--- config.mk ---
export PLATFORM = sky130hd
export DESIGN_NAME = freq_meter
export DESIGN_NICKNAME = d
export VERILOG_FILES = /design/src/rtl/freq_meter_pkg.sv /design/src/rtl/edge_sync.sv /design/src/rtl/freq_meter.sv
export SDC_FILE = /design/constraint.sdc
export NUM_CORES = 1
export LEC_CHECK = 0
export ABC_CLOCK_PERIOD_IN_PS = 5800
export CAP_MARGIN = 20
export CORE_MARGIN = 3
export CORE_UTILIZATION = 50
export CTS_CLUSTER_DIAMETER = 50
export DETAILED_ROUTE_END_ITERATION = 8
export MAX_ROUTING_LAYER = met4
export PLACE_DENSITY = 0.72
export SETUP_SLACK_MARGIN = 0.1
export SLEW_MARGIN = 15
export SYNTH_ARGS = -nofsm -noshare
export SYNTH_HDL_FRONTEND = slang
export SYNTH_SLANG_ARGS = --single-unit
--- constraint.sdc ---
create_clock -name CLK -period 5.8 [get_ports CLK]
set_input_delay 0.58 -clock CLK [delete_from_list [all_inputs] [get_ports CLK]]
set_output_delay 0.58 -clock CLK [all_outputs]
set_load 0.02 [all_outputs]
--- src/rtl/freq_meter_pkg.sv ---
// Shared constants for the frequency/period meter and its synchronizer.
package freq_meter_pkg;

    localparam int unsigned GATE_CYCLES_DEF = 1000;
    localparam int unsigned CNT_W_DEF       = 16;
    localparam int unsigned PER_W_DEF       = 16;

    localparam logic [0:0] IDLE = 1'b0;
    localparam logic [0:0] GATE = 1'b1;

endpackage

--- src/rtl/edge_sync.sv ---
// Three-flop synchronizer for an asynchronous level, with a one-cycle pulse
// per sampled rising transition.
module edge_sync (
    input  logic CLK,
    input  logic RST,
    input  logic async_in,
    output logic rise_pulse
);

    logic r_s1;
    logic r_s2;
    logic r_s3;

    always_ff @(posedge CLK) begin
        if (RST) begin
            r_s1 <= 1'b0;
            r_s2 <= 1'b0;
            r_s3 <= 1'b0;
        end else begin
            r_s1 <= async_in;
            r_s2 <= r_s1;
            r_s3 <= r_s2;
        end
    end

    // r_s1 may be metastable; only r_s2/r_s3 feed logic.
    assign rise_pulse = r_s2 & ~r_s3;

endmodule

--- src/rtl/freq_meter.sv ---
// Edge count per fixed gate window and CLK-cycle period between rising edges
// of a slow external signal.
module freq_meter
    import freq_meter_pkg::*;
#(
    parameter int unsigned GATE_CYCLES = GATE_CYCLES_DEF,
    parameter int unsigned CNT_W       = CNT_W_DEF,
    parameter int unsigned PER_W       = PER_W_DEF
) (
    input  logic             CLK,
    input  logic             RST,
    input  logic             en,
    input  logic             sig_in,
    output logic [CNT_W-1:0] freq_count,
    output logic             freq_valid,
    output logic             overflow,
    output logic [PER_W-1:0] period,
    output logic             period_valid
);

    localparam int unsigned      GW        = $clog2(GATE_CYCLES);
    localparam logic [GW-1:0]    GATE_LAST = GW'(GATE_CYCLES - 1);
    localparam logic [CNT_W-1:0] CNT_MAX   = '1;
    localparam logic [PER_W-1:0] PER_MAX   = '1;

    logic w_edge;

    edge_sync u_edge_sync (
        .CLK        (CLK),
        .RST        (RST),
        .async_in   (sig_in),
        .rise_pulse (w_edge)
    );

    logic [0:0]       r_state;
    logic [GW-1:0]    r_gate_cnt;
    logic [CNT_W-1:0] r_edge_cnt;
    logic [CNT_W:0]   w_edge_sum;
    logic [CNT_W-1:0] w_edge_sat;
    logic             w_sat_hit;

    // One extra bit so the carry out of the saturating add is visible.
    always_comb begin
        w_edge_sum = {1'b0, r_edge_cnt} + (CNT_W + 1)'(w_edge);
        w_sat_hit  = (w_edge_sum >= {1'b0, CNT_MAX});
        w_edge_sat = w_sat_hit ? CNT_MAX : w_edge_sum[CNT_W-1:0];
    end

    always_ff @(posedge CLK) begin
        if (RST) begin
            r_state    <= IDLE;
            r_gate_cnt <= '0;
            r_edge_cnt <= '0;
            freq_count <= '0;
            overflow   <= 1'b0;
            freq_valid <= 1'b0;
        end else begin
            freq_valid <= 1'b0;
            case (r_state)
                IDLE: begin
                    r_gate_cnt <= '0;
                    r_edge_cnt <= '0;
                    if (en) begin
                        r_state <= GATE;
                    end
                end
                GATE: begin
                    if (!en) begin
                        r_state    <= IDLE;
                        r_gate_cnt <= '0;
                        r_edge_cnt <= '0;
                    end else if (r_gate_cnt == GATE_LAST) begin
                        // Last-cycle edge is folded in here, never into the next window.
                        freq_count <= w_edge_sat;
                        overflow   <= w_sat_hit;
                        freq_valid <= 1'b1;
                        r_gate_cnt <= '0;
                        r_edge_cnt <= '0;
                    end else begin
                        r_gate_cnt <= r_gate_cnt + 1'b1;
                        r_edge_cnt <= w_edge_sat;
                    end
                end
                default: begin
                    r_state <= IDLE;
                end
            endcase
        end
    end

    logic [PER_W-1:0] r_per_cnt;
    logic             r_armed;

    always_ff @(posedge CLK) begin
        if (RST) begin
            r_per_cnt    <= '0;
            r_armed      <= 1'b0;
            period       <= '0;
            period_valid <= 1'b0;
        end else begin
            period_valid <= 1'b0;
            if (!en) begin
                r_per_cnt <= '0;
                r_armed   <= 1'b0;
            end else if (w_edge) begin
                // Restart at 1 so the next edge reads the true cycle distance.
                r_per_cnt <= PER_W'(1);
                r_armed   <= 1'b1;
                if (r_armed) begin
                    period       <= r_per_cnt;
                    period_valid <= 1'b1;
                end
            end else if (r_per_cnt != PER_MAX) begin
                r_per_cnt <= r_per_cnt + 1'b1;
            end
        end
    end

endmodule

==> results_dict.tcl, run 1 <==
set metrics [dict create \
    setup.worst_path.class "reg2reg" \
    cts_setup_buffers 0 \
    antenna_cells 0 \
    finClkSkew_ns 0.0116 \
    cp_slowest_cell "nor4_4" \
    cts.sinks 82 \
    tns_ns 0 \
    insertion_delay_ns 0.35 \
    grt_pass1_wl_um 12200 \
    drv_cap 0 \
    hold_buffers 0 \
    io_pins 39 \
    dieWidth_um 89.7 \
    dr.pass1.iters 4 \
    end_kind "flip-flop" \
    ir_drop_mv 0.129 \
    synth-edff-count 0 \
    yosysSeqAreaShare_pct 46.9 \
    synthArstFlopShare_pct 0 \
    power_switching_w 0.000200 \
    power.density_nw_per_um2 238 \
    syn_area_um2 3500 \
    root_buffer "clkbuf_8" \
    clkTransAtPathRegs_ns 0.08 \
    portBuffers 38 \
    crit_start "u_edge_sync.r_s2$_SDFF_PP0_" \
    clock.fmax_ghz 0.344 \
    final_common_cell "dfxtp_1" \
    final_util_pct 62.5 \
    r2r-end "freq_count[13]$_SDFFE_PP0P_" \
    start_kind "flip-flop" \
    endpoint "freq_count[13]$_SDFFE_PP0P_" \
    core-area_um2 6570 \
    fp.dieH_um 89.7 \
    synth_top_area_share_pct 46.9 \
    final_cell_mix "dfxtp_1 (82), nor2_1 (69), nand2_1 (49)" \
    instances_no_fill 528 \
    status "finished clean" \
    cts_tree "done" \
    path_common_cell "ha_1" \
    cp_data_required_time_ns 6.07 \
    fin_nets 440 \
    overflow 0 \
    synthCells 401 \
    p_sw_share_pct 20.5 \
    cp_max_fo 15 \
    vias_per_cell 5.27 \
    internal-power_w 0.000777 \
    fin_crit_sh_pct 50.2 \
    syn_to_final_growth_pct 17.2 \
    comb_power_share_pct 1.7 \
    p_clk_share_pct 40.4 \
    dieArea_um2 8050 \
    setup_ws_ns 2.89 \
    drcViolationCount 0 \
    yosysWarnings 0 \
    grt_util_all_layers_pct 18.7 \
    max_slew_margin_pct 43.2 \
    tightest_slew_ns 0.845 \
    wl_um 7080 \
    post_drt_wl_per_cell_um 13.4 \
    avgSynthCellArea_um2 8.74 \
    period_needed_ns 2.91 \
    cts_buffers 9 \
    pre_cts_slack_ns 2.92 \
    arrival_ns 3.18 \
    slowest_delay_ns 0.82 \
    yosys.cell_types.count 47 \
    crit_chain "nor2b_1 -> ha_1 -> ha_1 -> nand4_2 -> nor4_4 -> nor3_1 -> a211oi_1" \
    antenna_found_initial 0 \
    synthFlopType "dfxtp_1" \
    synth_area_leaders "dfxtp_1 (47%), nor2_1 (7.4%), nand2_1 (5.3%)" \
    vias 2785 \
    regToRegSetupSlack_ns 2.89 \
    slew_violations 0 \
    layout-drive-gt1-share_pct 6.44 \
    start_util_pct 53.3 \
    gp_congestion 0.839 \
    htreeDepth 3 \
    ant_nets 0 \
    pwr-share-seq_pct 57.9 \
    setup_viol 0 \
    leakage_nw 1.36 \
    ys_ff_latch 82 \
    num_rows 29 \
    drt-initial-drc-count 102 \
    hold_viol_final 0 \
    grt_max_degree 40 \
    yosys.area.top_type "dfxtp_1" \
    hpwl_um 4870 \
    timing.rr.start "u_edge_sync.r_s2$_SDFF_PP0_" \
    synthesis.nets 410 \
    dp.cells 513 \
    hold_path.class "reg2reg" \
    reg2reg_depth 7 \
    grt_pass1_vias 2559 \
    rsz0062_at_grt "no" \
    cts_resized 0 \
    clk_path_buf_depth 2 \
    power_w 0.000977 \
]
synth_stat cells, types with 2 or more instances:
cell / count
ha_1: 5
or3b_1: 2
a211oi_1: 15
inv_1: 4
o2111ai_1: 2
nand2b_1: 2
dfxtp_1: 82
nor4_1: 4
o21a_1: 3
a21oi_1: 24
nor2_1: 69
o211ai_1: 5
nor2b_1: 8
nor3_2: 2
or3_1: 5
nand3_1: 13
and4_1: 2
o21ai_0: 6
nor3b_1: 5
xor2_1: 17
nor4_4: 3
a31oi_1: 2
buf_2: 9
clkbuf_1: 11
xnor2_1: 9
and3_1: 7
mux2i_1: 4
nor3_1: 7
mux2_2: 2
nand4_1: 6
or2_0: 2
nand2_1: 49
kinds of logic (layout without fill, tap and decap cells):
family	after synthesis	after routing	share of synthesized area [%]
simple gates	194	194	28.4
flops	82	82	46.9
compound gates	63	63	11.5
xor+xnor	26	26	6.50
buf+inv	25	59	3.11
mux	6	6	1.79
fa+ha+maj	5	5	1.79
area by class of cell:
type	count	area (um^2)
Fill cell	576	2460
Timing Repair Buffer	40	395
Multi-Input combinational cell	294	1750
Clock inverter	3	40.0
Inverter	4	15.0
Clock buffer	12	145
Sequential cell	82	1640
Tap cell	93	116
power by group through the flow:
stage	combinational (W)	sequential, W	clock, W
after CTS	0.0000165	0.000566	0.000405
after detailed placement	0.0000164	0.000579	0
after global placement	0.0000161	0.000579	0
final	0.0000163	0.000566	0.000395
after global routing	0.0000182	0.000566	0.000429
after floorplan	0.0000110	0.000579	0
worst min path at each step:
stage | startpoint | end | slack [ns] | depth (start not counted)
after global placement | period[10]$_SDFFE_PP0P_ | period[10]$_SDFFE_PP0P_ | 0.44 | 2
final | period[8]$_SDFFE_PP0P_ | period[8]$_SDFFE_PP0P_ | 0.45 | 2
after global routing | period[5]$_SDFFE_PP0P_ | period[5]$_SDFFE_PP0P_ | 0.48 | 2
after CTS | period[8]$_SDFFE_PP0P_ | period[8]$_SDFFE_PP0P_ | 0.46 | 2
after floorplan | u_edge_sync.r_s1$_SDFF_PP0_ | u_edge_sync.r_s2$_SDFF_PP0_ | 0.41 | 1
after detailed placement | period[8]$_SDFFE_PP0P_ | period[8]$_SDFFE_PP0P_ | 0.45 | 2
flip-flops by register name, summed over array words and instances, names as in the netlist:
register	count
r_gate_cnt	10
period_valid	1
u_edge_sync.r_s2	1
u_edge_sync.r_s1	1
r_edge_cnt	16
r_armed	1
overflow	1
r_per_cnt	16
period	16
u_edge_sync.r_s3	1
freq_count	16
r_state	1
freq_valid	1
critical path: cells and delay by family (launching register included):
kind,cells,cell delay [ns]
AOI/OAI and AO/OA,1,0.27
adders and majority gates,2,0.58
and+or+nand+nor,4,1.66
DFF,1,0.32
metal layers:
metal  vias to the layer above  wire length [um]  track usage (%)
li1                       1445                 -                -
met1                      1268              3670             26.8
met2                        62              2960             25.9
met5                         -                 0                -
met4                         0               124             7.66
met3                        10               323             3.51
stage by stage:
| step | hold slack, ns | area, um^2 |
|---|---|---|
| after floorplan | 0.414 | 3500 |
| after detailed placement | 0.446 | 3920 |
| after CTS | 0.457 | 4110 |
| after global routing | 0.476 | 4110 |
| after global placement | 0.442 | 3920 |
| final | 0.454 | 4110 |
No activity file was read; power rests on OpenSTA's default activity.
==> run 2, diff against run 1 <==
--- a/config.mk
+++ b/config.mk
@@ -5,14 +5,14 @@
 export SDC_FILE = /design/constraint.sdc
 export NUM_CORES = 1
 export LEC_CHECK = 0
-export ABC_CLOCK_PERIOD_IN_PS = 5800
+export ABC_CLOCK_PERIOD_IN_PS = 2600
 export CAP_MARGIN = 20
 export CORE_MARGIN = 3
 export CORE_UTILIZATION = 50
 export CTS_CLUSTER_DIAMETER = 50
 export DETAILED_ROUTE_END_ITERATION = 8
 export MAX_ROUTING_LAYER = met4
-export PLACE_DENSITY = 0.72
+export PLACE_DENSITY = 0.75
 export SETUP_SLACK_MARGIN = 0.1
 export SLEW_MARGIN = 15
 export SYNTH_ARGS = -nofsm -noshare
==> constraint.sdc (replaced) <==
create_clock -name CLK -period 2.6 [get_ports CLK]
set_input_delay 0.26 -clock CLK [delete_from_list [all_inputs] [get_ports CLK]]
set_output_delay 0.26 -clock CLK [all_outputs]
set_load 0.02 [all_outputs]
==> run 2 against run 1 <==
  * Critical path depth grew 1
  * Largest power group unchanged
  * Count of clock-buffer cells in the layout shrank 2
  * Register-to-register slack lost 2.5 ns
  * Critical path type unchanged
  * Cell count grew 1.1%
==> results_dict.tcl, run 2 (synthesized netlist as in run 1, its figures left out) <==
set metrics [dict create \
    vias_per_cell 5.29 \
    leakage_nw 1.40 \
    start_util_pct 53.3 \
    layout-drive-gt1-share_pct 8.16 \
    root_buffer "clkbuf_8" \
    antenna_found_initial 0 \
    pwr-share-seq_pct 54.4 \
    fin_crit_sh_pct 83.4 \
    start_kind "flip-flop" \
    num_rows 29 \
    dr.pass1.iters 4 \
    fp.dieH_um 89.7 \
    comb_power_share_pct 1.6 \
    clock.fmax_ghz 0.461 \
    hold_viol_final 0 \
    wl_um 7100 \
    insertion_delay_ns 0.36 \
    clkTransAtPathRegs_ns 0.08 \
    drv_cap 0 \
    grt_max_degree 39 \
    end_kind "flip-flop" \
    cts_buffers 9 \
    hold_path.class "reg2reg" \
    ant_nets 0 \
    hpwl_um 4970 \
    io_pins 39 \
    vias 2827 \
    instances_no_fill 534 \
    grt_pass1_vias 2568 \
    dieArea_um2 8050 \
    power_switching_w 0.000481 \
    slew_violations 0 \
    status "finished clean" \
    dp.cells 518 \
    final_util_pct 63.9 \
    post_drt_wl_per_cell_um 13.3 \
    drcViolationCount 0 \
    period_needed_ns 2.17 \
    antenna_cells 0 \
    clk_path_buf_depth 2 \
    p_clk_share_pct 44.0 \
    final_cell_mix "dfxtp_1 (82), nor2_1 (69), nand2_1 (49)" \
    portBuffers 38 \
    rsz0062_at_grt "no" \
    cts.sinks 82 \
    setup_viol 0 \
    gp_congestion 0.884 \
    power.density_nw_per_um2 553 \
    cts_setup_buffers 0 \
    ir_drop_mv 0.580 \
    final_common_cell "dfxtp_1" \
    grt_pass1_wl_um 12400 \
    setup.worst_path.class "reg2reg" \
    overflow 0 \
    p_sw_share_pct 20.7 \
    max_slew_margin_pct 54.2 \
    cp_max_fo 7 \
    cp_data_required_time_ns 2.83 \
    power_w 0.00232 \
    fin_nets 445 \
    stdcell_area_um2 4200 \
    cts_tree "done" \
    tightest_slew_ns 0.685 \
    finClkSkew_ns 0.00896 \
    cts_resized 0 \
    syn_to_final_growth_pct 19.8 \
    internal-power_w 0.00184 \
    tns_ns 0 \
    grt_util_all_layers_pct 19.1 \
    arrival_ns 2.39 \
    place_area_um2 3970 \
    n_fill_cell 585 \
    hold_buffers 0 \
    htreeDepth 3 \
    core-area_um2 6570 \
    dieWidth_um 89.7 \
    drt-initial-drc-count 157 \
]
run 2: cell types whose count changed in the layout (fill, tap and decap cells not counted), sizes merged:
cell,before,now
clkinv,2,1
clkbuf,12,10
bufinv,1,2
inv,4,5
clkinvlp,0,2
buf,2,7
run 2: cell type report:
| cell class | count | area (um^2) | area share (%) |
|---|---|---|---|
| clock buffer | 10 | 138 | 3.28 |
| clock inverter | 6 | 88.8 | 2.12 |
| inverter | 4 | 15.0 | 0.358 |
| multi-input combinational | 294 | 1750 | 41.8 |
| sequential | 82 | 1640 | 39.1 |
| tap | 93 | 116 | 2.77 |
| timing repair buffer | 45 | 445 | 10.6 |
run 2: worst paths after layout:
path | start | endpoint | slack (ns) | cells after the start
max | u_edge_sync.r_s2$_SDFF_PP0_ | freq_count[14]$_SDFFE_PP0P_ | 0.43 | 8
min | period[10]$_SDFFE_PP0P_ | period[10]$_SDFFE_PP0P_ | 0.46 | 2
max reg2reg | u_edge_sync.r_s2$_SDFF_PP0_ | freq_count[14]$_SDFFE_PP0P_ | 0.43 | 8
min reg2reg | period[10]$_SDFFE_PP0P_ | period[10]$_SDFFE_PP0P_ | 0.46 | 2
run 2: power by group through the flow:
stage,sequential (W),clock (W),combinational [W]
CTS,0.00126,0.00105,0.0000391
finish,0.00126,0.00102,0.0000379
detailed placement,0.00129,0,0.0000390
global route,0.00126,0.00111,0.0000425
floorplan,0.00129,0,0.0000245
global placement,0.00129,0,0.0000386
run 2: critical path, cell delays in order (launching register included):
cell,delay [ns]
dfxtp_1,0.33
nor2b_1,0.18
ha_1,0.17
ha_1,0.21
nand4_2,0.26
nor4_1,0.34
mux2_2,0.38
mux2i_1,0.13
nor2_1,0.05
run 2: per-stage QoR:
step	setup slack [ns]	hold slack, ns
2_1_floorplan	0.357	0.335
4_1_cts	0.419	0.442
3_3_place_gp	0.535	0.442
3_5_place_dp	0.443	0.445
5_1_grt	0.177	0.452
6_report	0.433	0.456
run 2: routing by layer:
metal	GRT usage, %	share of wire [%]	vias up	wire [um]
met4	6.13	1.2	0	86
met2	28.4	45	71	3190
met5	-	0	-	0
met1	25.6	50	1294	3520
li1	-	-	1451	-
met3	4.92	4.2	11	297
==> run 3, diff against run 2 <==
--- a/config.mk
+++ b/config.mk
@@ -5,7 +5,7 @@
 export SDC_FILE = /design/constraint.sdc
 export NUM_CORES = 1
 export LEC_CHECK = 0
-export ABC_CLOCK_PERIOD_IN_PS = 2600
+export ABC_CLOCK_PERIOD_IN_PS = 1800
 export CAP_MARGIN = 20
 export CORE_MARGIN = 3
 export CORE_UTILIZATION = 50
==> constraint.sdc (replaced) <==
create_clock -name CLK -period 1.8 [get_ports CLK]
set_input_delay 0.18 -clock CLK [delete_from_list [all_inputs] [get_ports CLK]]
set_output_delay 0.18 -clock CLK [all_outputs]
set_load 0.02 [all_outputs]
==> run 3 against run 2 <==
  * The flow now finishes with violations (negative setup slack)
  * Power rose by 44%
  * Worst hold slack got worse by 0.077 ns
  * Clock power up 40%
  * Core utilization increased by 13 points
  * Flip-flop and latch count did not move
  * Final area rose by 20%
  * Die area did not move
  * Sequential power increased by 44%
  * Combinational power is 98% higher
  * Wire length is 23% higher
  * Critical path type unchanged
  * Critical endpoint is now overflow$_SDFFE_PP0P_
==> results_dict.tcl, run 3 (synthesized netlist as in run 1, its figures left out) <==
set metrics [dict create \
    cts.sinks 82 \
    leakage_nw 1.84 \
    reg2reg_depth 8 \
    timing.rr.start "u_edge_sync.r_s2$_SDFF_PP0_" \
    grt_util_all_layers_pct 22.6 \
    hpwl_um 5690 \
    max_slew_margin_pct 74.9 \
    dieArea_um2 8050 \
    drt-initial-drc-count 186 \
    root_buffer "clkbuf_8" \
    grt_pass1_wl_um 14600 \
    drcViolationCount 0 \
    portBuffers 38 \
    slew_violations 0 \
    violations "negative setup slack" \
    grt_max_degree 25 \
    num_rows 29 \
    cts_buffers 9 \
    cp_data_required_time_ns 2.06 \
    clock.fmax_ghz 0.501 \
    fin_nets 504 \
    arrival_ns 2.26 \
    vias 3170 \
    rsz0062_at_grt "yes" \
    ir_drop_mv 0.611 \
    grt_pass1_vias 3062 \
    hold_slack_ns 0.379 \
    fin_crit_sh_pct 111 \
    dr.pass1.iters 4 \
    clk_path_buf_depth 2 \
    vias_per_cell 5.35 \
    cp_max_fo 3 \
    r2r-end "overflow$_SDFFE_PP0P_" \
    setup_ws_ns -0.198 \
    hold_path.class "in2reg" \
    wl_um 8760 \
    tightest_slew_ns 0.374 \
    regToRegSetupSlack_ns -0.20 \
    end_kind "flip-flop" \
    endpoint "overflow$_SDFFE_PP0P_" \
    final_common_cell "dfxtp_1" \
    setup.worst_path.class "reg2reg" \
    antenna_found_initial 0 \
    power.density_nw_per_um2 661 \
    core-area_um2 6570 \
    tns_ns -0.493 \
    fp.dieH_um 89.7 \
    final_cell_mix "dfxtp_1 (76), nor2_1 (57), buf_4 (51)" \
    n_fill_cell 465 \
    clkTransAtPathRegs_ns 0.08 \
    insertion_delay_ns 0.36 \
    drv_cap 0 \
    status "finished, violations left" \
    overflow 0 \
    ant_nets 0 \
    finClkSkew_ns 0.00657 \
    dieWidth_um 89.7 \
    antenna_cells 0 \
    htreeDepth 3 \
    crit_start "u_edge_sync.r_s2$_SDFF_PP0_" \
    gp_congestion 0.918 \
    hold_buffers 0 \
    setup_viol 11 \
    start_kind "flip-flop" \
    post_drt_wl_per_cell_um 14.8 \
    io_pins 39 \
    layout-drive-gt1-share_pct 28.4 \
    hold_viol_final 0 \
    period_needed_ns 2.00 \
    start_util_pct 53.3 \
    syn_to_final_growth_pct 43.9 \
    cts_tree "done" \
]
run 3: cell count changes in the layout (fill, tap and decap cells not counted), sizes merged:
| cell | delta |
|---|---|
| clkinvlp | -2 |
| inv | -1 |
| clkbuf | +1 |
| clkinv | +2 |
| buf | +59 |
run 3: per-stage QoR:
stage               setup slack, ns  instance area, um^2  total power (W)  instances  utilization (%)
CTS                          -0.148                 4950          0.00337        590             75.4
detailed placement           -0.278                 4360          0.00194        563             66.4
global placement             -0.191                 4360          0.00193        563             66.4
floorplan                    -0.310                 3550          0.00190        401                -
finish                       -0.198                 5040          0.00333        593             76.8
global route                 -0.321                 5040          0.00346        593             76.8
run 3: area by class of cell:
class | count | area (um^2) | share of cell area [%]
multi-input combinational | 294 | 2070 | 41.0
clock buffer | 11 | 131 | 2.61
inverter | 4 | 15.0 | 0.298
sequential | 82 | 1650 | 32.7
tap | 93 | 116 | 2.31
timing repair buffer | 104 | 985 | 19.5
clock inverter | 5 | 78.8 | 1.56
run 3: how the worst min path moves through the flow:
stage / startpoint / slack [ns] / depth (start not counted) / endpoint
floorplan: RST / 0.26 / 1 / freq_valid$_SDFF_PP0_
CTS: sig_in / 0.37 / 2 / u_edge_sync.r_s1$_SDFF_PP0_
global route: sig_in / 0.38 / 2 / u_edge_sync.r_s1$_SDFF_PP0_
detailed placement: period[10]$_SDFFE_PP0P_ / 0.45 / 2 / period[10]$_SDFFE_PP0P_
global placement: period[12]$_SDFFE_PP0P_ / 0.44 / 2 / period[12]$_SDFFE_PP0P_
finish: sig_in / 0.38 / 2 / u_edge_sync.r_s1$_SDFF_PP0_
run 3: routing by layer:
metal	up-vias	routed length, um	GRT usage (%)
met2	74	4230	34.5
li1	1572	-	-
met5	-	0	-
met1	1514	4060	29.4
met4	0	119	6.90
met3	10	354	6.34
run 3: repair_timing:
action,in CTS,in global routing
setup endpoints to repair,37,52
pin swaps,27,7
setup buffers,10,4
cloned,1,0
gates resized for setup,60,22
run 3: where the power goes:
part	leakage (nW)	switching, W	internal (W)
logic	1.07	0.0000435	0.0000317
clock network	0.107	0.000653	0.000780
registers	0.664	0.00000507	0.00182
run 3: critical path, stage by stage (launching register included):
cell and delay [ns]:
dfxtp_2 0.33, nor2b_4 0.16, ha_4 0.14, ha_4 0.14
a21bo_1 0.21, or3b_1 0.36, a211oi_2 0.19, o2111ai_1 0.12
o31ai_1 0.24
